File: config.mk
export PLATFORM = sky130hd
export DESIGN_NAME = div_operand_prep
export DESIGN_NICKNAME = d
export VERILOG_FILES = /design/src/rtl/div_operand_prep.sv
export SDC_FILE = /design/constraint.sdc
export NUM_CORES = 1
export LEC_CHECK = 0
export BUFFER_PORTS_ARGS = -buffer_cell sky130_fd_sc_hd__buf_2
export CAP_MARGIN = 20
export CORE_MARGIN = 2
export CORE_UTILIZATION = 40
export CTS_BUF_LIST = sky130_fd_sc_hd__clkbuf_16
export DETAILED_ROUTE_END_ITERATION = 8
export PLACE_DENSITY = 0.69
export RECOVER_POWER = 50
export SETUP_SLACK_MARGIN = 0.1
export SYNTH_ARGS = -nofsm -noshare
export SYNTH_HDL_FRONTEND = slang
export SYNTH_SLANG_ARGS = --single-unit
File: constraint.sdc
create_clock -name clk -period 2.2 [get_ports clk]
set_input_delay 0.33 -clock clk [delete_from_list [all_inputs] [get_ports clk]]
set_output_delay 0.33 -clock clk [all_outputs]
set_load 0.03 [all_outputs]
File: src/rtl/div_operand_prep.sv
// div_operand_prep
//   Operand stage in front of the unsigned divide core. Each accepted
//   dividend/divisor pair is turned into two magnitudes plus sign and
//   exception flags. The result is queued in a DEPTH-entry FIFO so the core
//   can stall without losing operands.
//
// Ports
//   clk, rst                 clock, asynchronous active-high reset
//   in_valid/in_ready        operand handshake (in_ready = count < DEPTH)
//   in_dividend, in_divisor  raw operands, two's complement when in_s=1
//   in_s                     1 = signed, 0 = unsigned
//   out_valid/out_ready      result handshake for the FIFO head
//   out_dvd_mag/out_dvs_mag  operand magnitudes (all outputs are 0 when empty)
//   out_q_neg/out_r_neg      quotient / remainder must be negated
//   out_div_zero, out_ovf    divisor zero, signed quotient overflow
//   count                    FIFO occupancy
//   err_drop                 one-cycle pulse when a zero-divisor pair is dropped
//
// Build option
//   DIV_OPERAND_ZERO_DROP_EN: accepted pairs with a zero divisor are consumed
//   but never enqueued, and err_drop pulses instead. Without the macro they
//   are enqueued with out_div_zero=1 and err_drop is tied 0.

module div_operand_prep #(
    parameter int WIDTH = 9,
    parameter int DEPTH = 2
) (
    input  logic                       clk,
    input  logic                       rst,
    input  logic                       in_valid,
    output logic                       in_ready,
    input  logic [WIDTH-1:0]           in_dividend,
    input  logic [WIDTH-1:0]           in_divisor,
    input  logic                       in_s,
    output logic                       out_valid,
    input  logic                       out_ready,
    output logic [WIDTH-1:0]           out_dvd_mag,
    output logic [WIDTH-1:0]           out_dvs_mag,
    output logic                       out_q_neg,
    output logic                       out_r_neg,
    output logic                       out_div_zero,
    output logic                       out_ovf,
    output logic [$clog2(DEPTH):0]     count,
    output logic                       err_drop
);

    localparam int PW = $clog2(DEPTH);
    localparam int CW = PW + 1;

    typedef struct packed {
        logic [WIDTH-1:0] dvd_mag;
        logic [WIDTH-1:0] dvs_mag;
        logic             q_neg;
        logic             r_neg;
        logic             div_zero;
        logic             ovf;
    } entry_t;

    // ---------------- operand conversion ----------------
    logic   dvd_neg, dvs_neg, div_zero, is_min, is_m1;
    entry_t entry_in;

    assign dvd_neg  = in_s & in_dividend[WIDTH-1];
    assign dvs_neg  = in_s & in_divisor[WIDTH-1];
    assign div_zero = (in_divisor == '0);
    assign is_min   = (in_dividend == {1'b1, {(WIDTH-1){1'b0}}});
    assign is_m1    = (in_divisor == {WIDTH{1'b1}});

    always_comb begin
        // The most negative value negates to itself, which read as unsigned
        // is exactly its magnitude (2^(WIDTH-1)), so no extra bit is needed.
        entry_in.dvd_mag  = dvd_neg ? WIDTH'(~in_dividend + 1'b1) : in_dividend;
        entry_in.dvs_mag  = dvs_neg ? WIDTH'(~in_divisor + 1'b1) : in_divisor;
        entry_in.q_neg    = (dvd_neg ^ dvs_neg) & ~div_zero;
        entry_in.r_neg    = dvd_neg;
        entry_in.div_zero = div_zero;
        entry_in.ovf      = in_s & is_min & is_m1;
    end

    // ---------------- FIFO control ----------------
    logic [PW-1:0] wr_ptr_q, wr_ptr_d, rd_ptr_q, rd_ptr_d;
    logic [CW-1:0] count_q, count_d;
    logic          push, pop, wr;
    entry_t        mem_q [DEPTH];
    entry_t        head;

    assign in_ready  = (count_q < CW'(DEPTH));
    assign out_valid = (count_q != '0);
    assign push      = in_valid & in_ready;
    assign pop       = out_valid & out_ready;

`ifdef DIV_OPERAND_ZERO_DROP_EN
    logic err_drop_q;

    assign wr       = push & ~div_zero;
    assign err_drop = err_drop_q;

    always_ff @(posedge clk or posedge rst) begin
        if (rst) err_drop_q <= 1'b0;
        else     err_drop_q <= push & div_zero;
    end
`else
    assign wr       = push;
    assign err_drop = 1'b0;
`endif

    always_comb begin
        wr_ptr_d = wr  ? wr_ptr_q + 1'b1 : wr_ptr_q;   // wraps modulo DEPTH
        rd_ptr_d = pop ? rd_ptr_q + 1'b1 : rd_ptr_q;
        count_d  = count_q;
        unique case ({wr, pop})
            2'b10:   count_d = count_q + 1'b1;
            2'b01:   count_d = count_q - 1'b1;
            default: count_d = count_q;
        endcase
    end

    always_ff @(posedge clk or posedge rst) begin
        if (rst) begin
            wr_ptr_q <= '0;
            rd_ptr_q <= '0;
            count_q  <= '0;
        end else begin
            wr_ptr_q <= wr_ptr_d;
            rd_ptr_q <= rd_ptr_d;
            count_q  <= count_d;
        end
    end

    // Storage needs no reset: every output is gated by out_valid.
    always_ff @(posedge clk) begin
        if (wr) mem_q[wr_ptr_q] <= entry_in;
    end

    // ---------------- outputs ----------------
    assign head  = out_valid ? mem_q[rd_ptr_q] : '0;
    assign count = count_q;

    assign out_dvd_mag  = head.dvd_mag;
    assign out_dvs_mag  = head.dvs_mag;
    assign out_q_neg    = head.q_neg;
    assign out_r_neg    = head.r_neg;
    assign out_div_zero = head.div_zero;
    assign out_ovf      = head.ovf;

endmodule

; ---- After elaboration in Yosys (flattened, before gate mapping)
; Memories as Yosys holds them, arrays and structs flattened.
; Index checks and enable logic that the tools add are counted.
; W data, S select, Z words.
[op_classes]
magnitude_cmp = 1
div_mod_pow = 0
reduce_logical = 3
shifts = 0
add_sub_neg = 6
mul = 0
n_mux = 6
eq_ne = 4
bitwise_logic = 11
[ops]
columns = cell, count
row1 = $mux W22, 1
row2 = $add A9 B1 Y9 const B, 2
row3 = $eq A9 B9 Y1 const B, 2
row4 = $mux W9, 2
row5 = $not A9 Y9, 2
row6 = $logic_not A9 Y1, 1
row7 = $and A1 B1 Y1, 7
row8 = $pmux W2 S2, 1
row9 = $reduce_bool A2 Y1, 2
row10 = $add A1 B1 Y1 const B, 2
row11 = $add A2 B1 Y2 const B, 1
row12 = $eq A2 B1 Y1 const B, 1
row13 = $eq A2 B2 Y1 const B, 1
row14 = $lt A2 B2 Y1 const B, 1
row15 = $mux W1, 2
row16 = $sub A2 B1 Y2 const B, 1
row17 = $not A1 Y1, 1
row18 = $xor A1 B1 Y1, 1
[word_totals]
latch_bits = 0
out_inout_bits = 27
ram_bits = 44
reg_bits = 4
inputBits = 23
wordCells = 35
rom_bits = 0
memories = 1
[memory_table]
columns = memory, depth, word_bits, read_ports, rd_clocked_by_memory_dff, wr, line
row1 = mem_q, 2, 22, 1, 0, 1, 84  ; entry_t mem_q [DEPTH];

; ---- Longest topological paths before layout
[depth]
ltp_word = 4
ltp_mapped = 8
ltp_nobuf = 8

; ---- Worst setup path after synthesis
; No wires, ideal clock.
[synth_timing]
path_type = flip-flop to flip-flop
start = register count_q[1] (netlist: count[1])
end = memory mem_q[0][0] in the netlist's numbering (enable)
path_stages_with_launch = 4
path_slack_ps = -134
setup_ps = 401
path_buffers = 0
period_less_slack_ps = 2334
arrival_ps = 1933
required_ps = 1799
cell_sequence = dfrtp_1 inv_1 nand2_1 nor2_1
[synth_between]
elab_chain_cells = 4
[synth_rtl]
columns = item, line
row1 = start: declaration, 82  ; logic [CW-1:0] count_q, count_d;
row2 = start signal: assignment, 126  ; count_q <= count_d;
row3 = $lt A2 B2 Y1, 87  ; assign in_ready = (count_q < CW'(DEPTH));
row4 = via in_ready, 31  ; output logic in_ready,
row5 = $and A1 B1 Y1, 89  ; assign push = in_valid & in_ready;
row6 = $mux W1, 132  ; if (wr) mem_q[wr_ptr_q] <= entry_in;
row7 = $mux W1 (implied by the code), 132
row8 = end: declaration, 84
; The timed path passes the listed nets, and every way through them passes these cells.

; ---- Final worst setup path
[layout_timing]
start = register rd_ptr_q
end = output out_dvd_mag[8]
[layout_between]
elab_chain_cells = 2
[layout_rtl]
columns = item, line
row1 = start: declaration, 81  ; logic [PW-1:0] wr_ptr_q, wr_ptr_d, rd_ptr_q, rd_ptr_d;
row2 = start signal: assignment, 125  ; rd_ptr_q <= rd_ptr_d;
row3 = $mem_v2 Z2 W22, -
row4 = $mux W22, 136  ; assign head = out_valid ? mem_q[rd_ptr_q] : '0;
row5 = end: declaration, 37  ; output logic [WIDTH-1:0] out_dvd_mag,
; No other way between the ends.

==> flow_summary.json <==
{
  "grt_first_pass_wirelength_um": 6420,
  "path_clk_slew_ns": 0.06,
  "place_congestion": 0.783,
  "status": "completed",
  "avgSynthCellArea_um2": 13.0,
  "cts_sinks": 48,
  "first_pass_iters": 6,
  "postRouteAntennaNets": 0,
  "comb_power_share_pct": 43.4,
  "cp-end-kind": "primary output",
  "setup_viol": 0,
  "area_growth_pct": 20.4,
  "antenna_found_initial": 0,
  "p_leak_nw": 1.18,
  "layout_common_cells": "44 x edfxtp_1, 42 x buf_2, 29 x nor2_1",
  "cts_max_level": 2,
  "tns_ns": 0,
  "overflow": 0,
  "die_w_um": 80.0,
  "crit_fanout": 23,
  "synth_nets": 207,
  "antennaDiodeCount": 0,
  "layout.nets": 261,
  "die_area_um2": 6400,
  "maxCapViolCount": 0,
  "via_per_inst": 4.78,
  "netlist_area_um2": 2310,
  "place_ws_ns": 0.367,
  "drt_iter0_markers": 36,
  "p_per_area_nw_per_um2": 1340,
  "cp_data_required_time_ns": 1.87,
  "p_switching_mw": 1.47,
  "hold_slack_ns": 0.361,
  "die_h_um": 80.0,
  "start_kind": "flop",
  "yosys.area.top_type": "edfxtp_1",
  "grt_pass1_vias": 1405,
  "intPower_mw": 2.24,
  "yosysUniqueCellTypes": 28,
  "yosys_warnings": 0,
  "port_buffers": 48,
  "fin_crit_sh_pct": 83.8,
  "dp_hpwl_um": 2910,
  "slew_viol_final": 0,
  "ys_seq_area_share_pct": 61.5,
  "max_freq_mhz": 542,
  "synthDominantCellAreaShare_pct": 57.2,
  "rows": 27,
  "finalHoldViolations": 0,
  "clk_latency_ns": 0.28,
  "timing.final.ws_setup_ns": 0.356,
  "worstMarginPinSlew_ns": 0.600,
  "post_cts_buffers": 0,
  "mostFrequentLayoutCell": "edfxtp_1",
  "cts_tree": "done",
  "vias": 1458,
  "finClkSkew_ns": 0.00287,
  "cts_made_buffers": 5,
  "min_period_ns": 1.84,
  "route.detailed.drc": 0,
  "drive_gt1_share_pct": 26.6,
  "p_sw_share_pct": 39.6,
  "grt_setup_unrepaired": "false",
  "ir_drop_mv": 0.751,
  "wirelength_um": 4070,
  "hp-class": "primary input to flop",
  "wl_per_cell_um": 13.3,
  "grt_max_degree": 25,
  "ys_ff_latch": 48,
  "cts-root-buf": "clkbuf_16",
  "boundaryPins": 50,
  "core_region_area_um2": 5540,
  "initial_core_util_pct": 41.7,
  "clockBufferDepth": 2,
  "grtUsageTotal_pct": 13.5,
  "synthTopCellsByArea": "edfxtp_1 57%, mux2i_1 9.5%, nor2_1 4.9%",
  "worstSetupPathType": "flop to primary output",
  "critPathArrivalTime_ns": 1.51,
  "p_clk_share_pct": 21.9,
  "power_frac_seq_pct": 34.7,
  "max-slew-margin-rel_pct": 60.0,
  "synth_cells": 178
}
[power groups by stage]
| stage | Combinational [mW] | Clock [mW] | Sequential, mW |
|---|---|---|---|
| final | 1.61 | 0.815 | 1.29 |
| after global routing | 1.74 | 0.867 | 1.30 |
| after CTS | 1.66 | 0.833 | 1.29 |
| after detailed placement | 1.66 | 0 | 1.31 |
| after global placement | 1.64 | 0 | 1.29 |
| after floorplan | 1.21 | 0 | 1.33 |
[area by class of cell]
| type | count | area (um^2) |
|---|---|---|
| Clock buffer | 5 | 125 |
| Clock inverter | 3 | 37.5 |
| Fill cell | 516 | 2760 |
| Inverter | 14 | 52.6 |
| Multi-Input combinational cell | 110 | 785 |
| Sequential cell | 48 | 1420 |
| Tap cell | 72 | 90.1 |
| Timing Repair Buffer | 53 | 270 |
[sequential cells by signal (all words and copies together) (netlist names)]
signal,flops
count,2
mem_q,44
rd_ptr_q,1
wr_ptr_q,1
[worst max-delay path, stage by stage (launching register included)]
cell and delay [ns]:
dfrtp_1 0.33, buf_4 0.36, mux2i_1 0.30, nor2_1 0.05
buf_2 0.18
[final timing paths]
path | start | to | slack, ns | depth (start not counted)
setup / recovery | rd_ptr_q | out_dvd_mag[8] | 0.36 | 4
hold / removal | in_divisor[0] | mem_q[0][4] | 0.36 | 1
setup reg to reg | count[0] | count[1] | 0.56 | 6
hold reg to reg | wr_ptr_q | wr_ptr_q | 0.51 | 1
max in group asynchronous | rst | wr_ptr_q | 1.59 | 3
min in group asynchronous | rst | count[0] | 0.47 | 3
[cells in the mapped netlist]
master and number:
mux2i_1 22, buf_6 2, o21ai_0 1, xor2_1 9, xnor2_1 9, inv_1 13
inv_2 1, a21boi_0 1, nor2b_2 1, and3_1 1, dfrtp_1 4, nor3_2 4
buf_2 2, nand4_1 2, nand2_1 4, a31oi_2 2, nor2_2 1, edfxtp_1 44
nor2_1 30, a21oi_1 7, nor3b_1 1, nor2b_1 2, nand2_2 2, ha_1 6
mux2_1 1, nor3_1 3, conb_1 1, buf_4 2
[through the flow]
step / utilization (%) / area [um^2] / cells / total power [mW]
finish: 50.2 / 2780 / 305 / 3.71
global placement: 47.4 / 2630 / 296 / 2.94
detailed placement: 47.4 / 2630 / 296 / 2.97
global route: 50.2 / 2780 / 305 / 3.91
floorplan: - / 2310 / 178 / 2.54
CTS: 50.5 / 2800 / 305 / 3.78
[layer usage]
layer	GRT usage [%]	wire length [um]	part of all wire [%]
met5	0	0	0
met4	5.08	42	1.0
met3	2.83	189	4.6
met2	25.1	2210	54
met1	14.9	1630	40
[logic make-up (layout without fill, tap and decap cells)]
kind of cell,count (synthesis),after routing,synth area share [%]
simple gates,51,51,10.8
flops,48,48,61.5
mux,23,23,10.0
buf+inv,20,75,4.33
xor+xnor,18,18,6.82
compound gates,11,11,3.14
fa+ha+maj,6,6,3.25
other cells,1,1,0.162
[timing repair]
action,in CTS,in global routing
hold buffers,1,0
gates resized for setup,0,0
hold endpoints to repair,4,0
(Power assumes the default switching activity.)
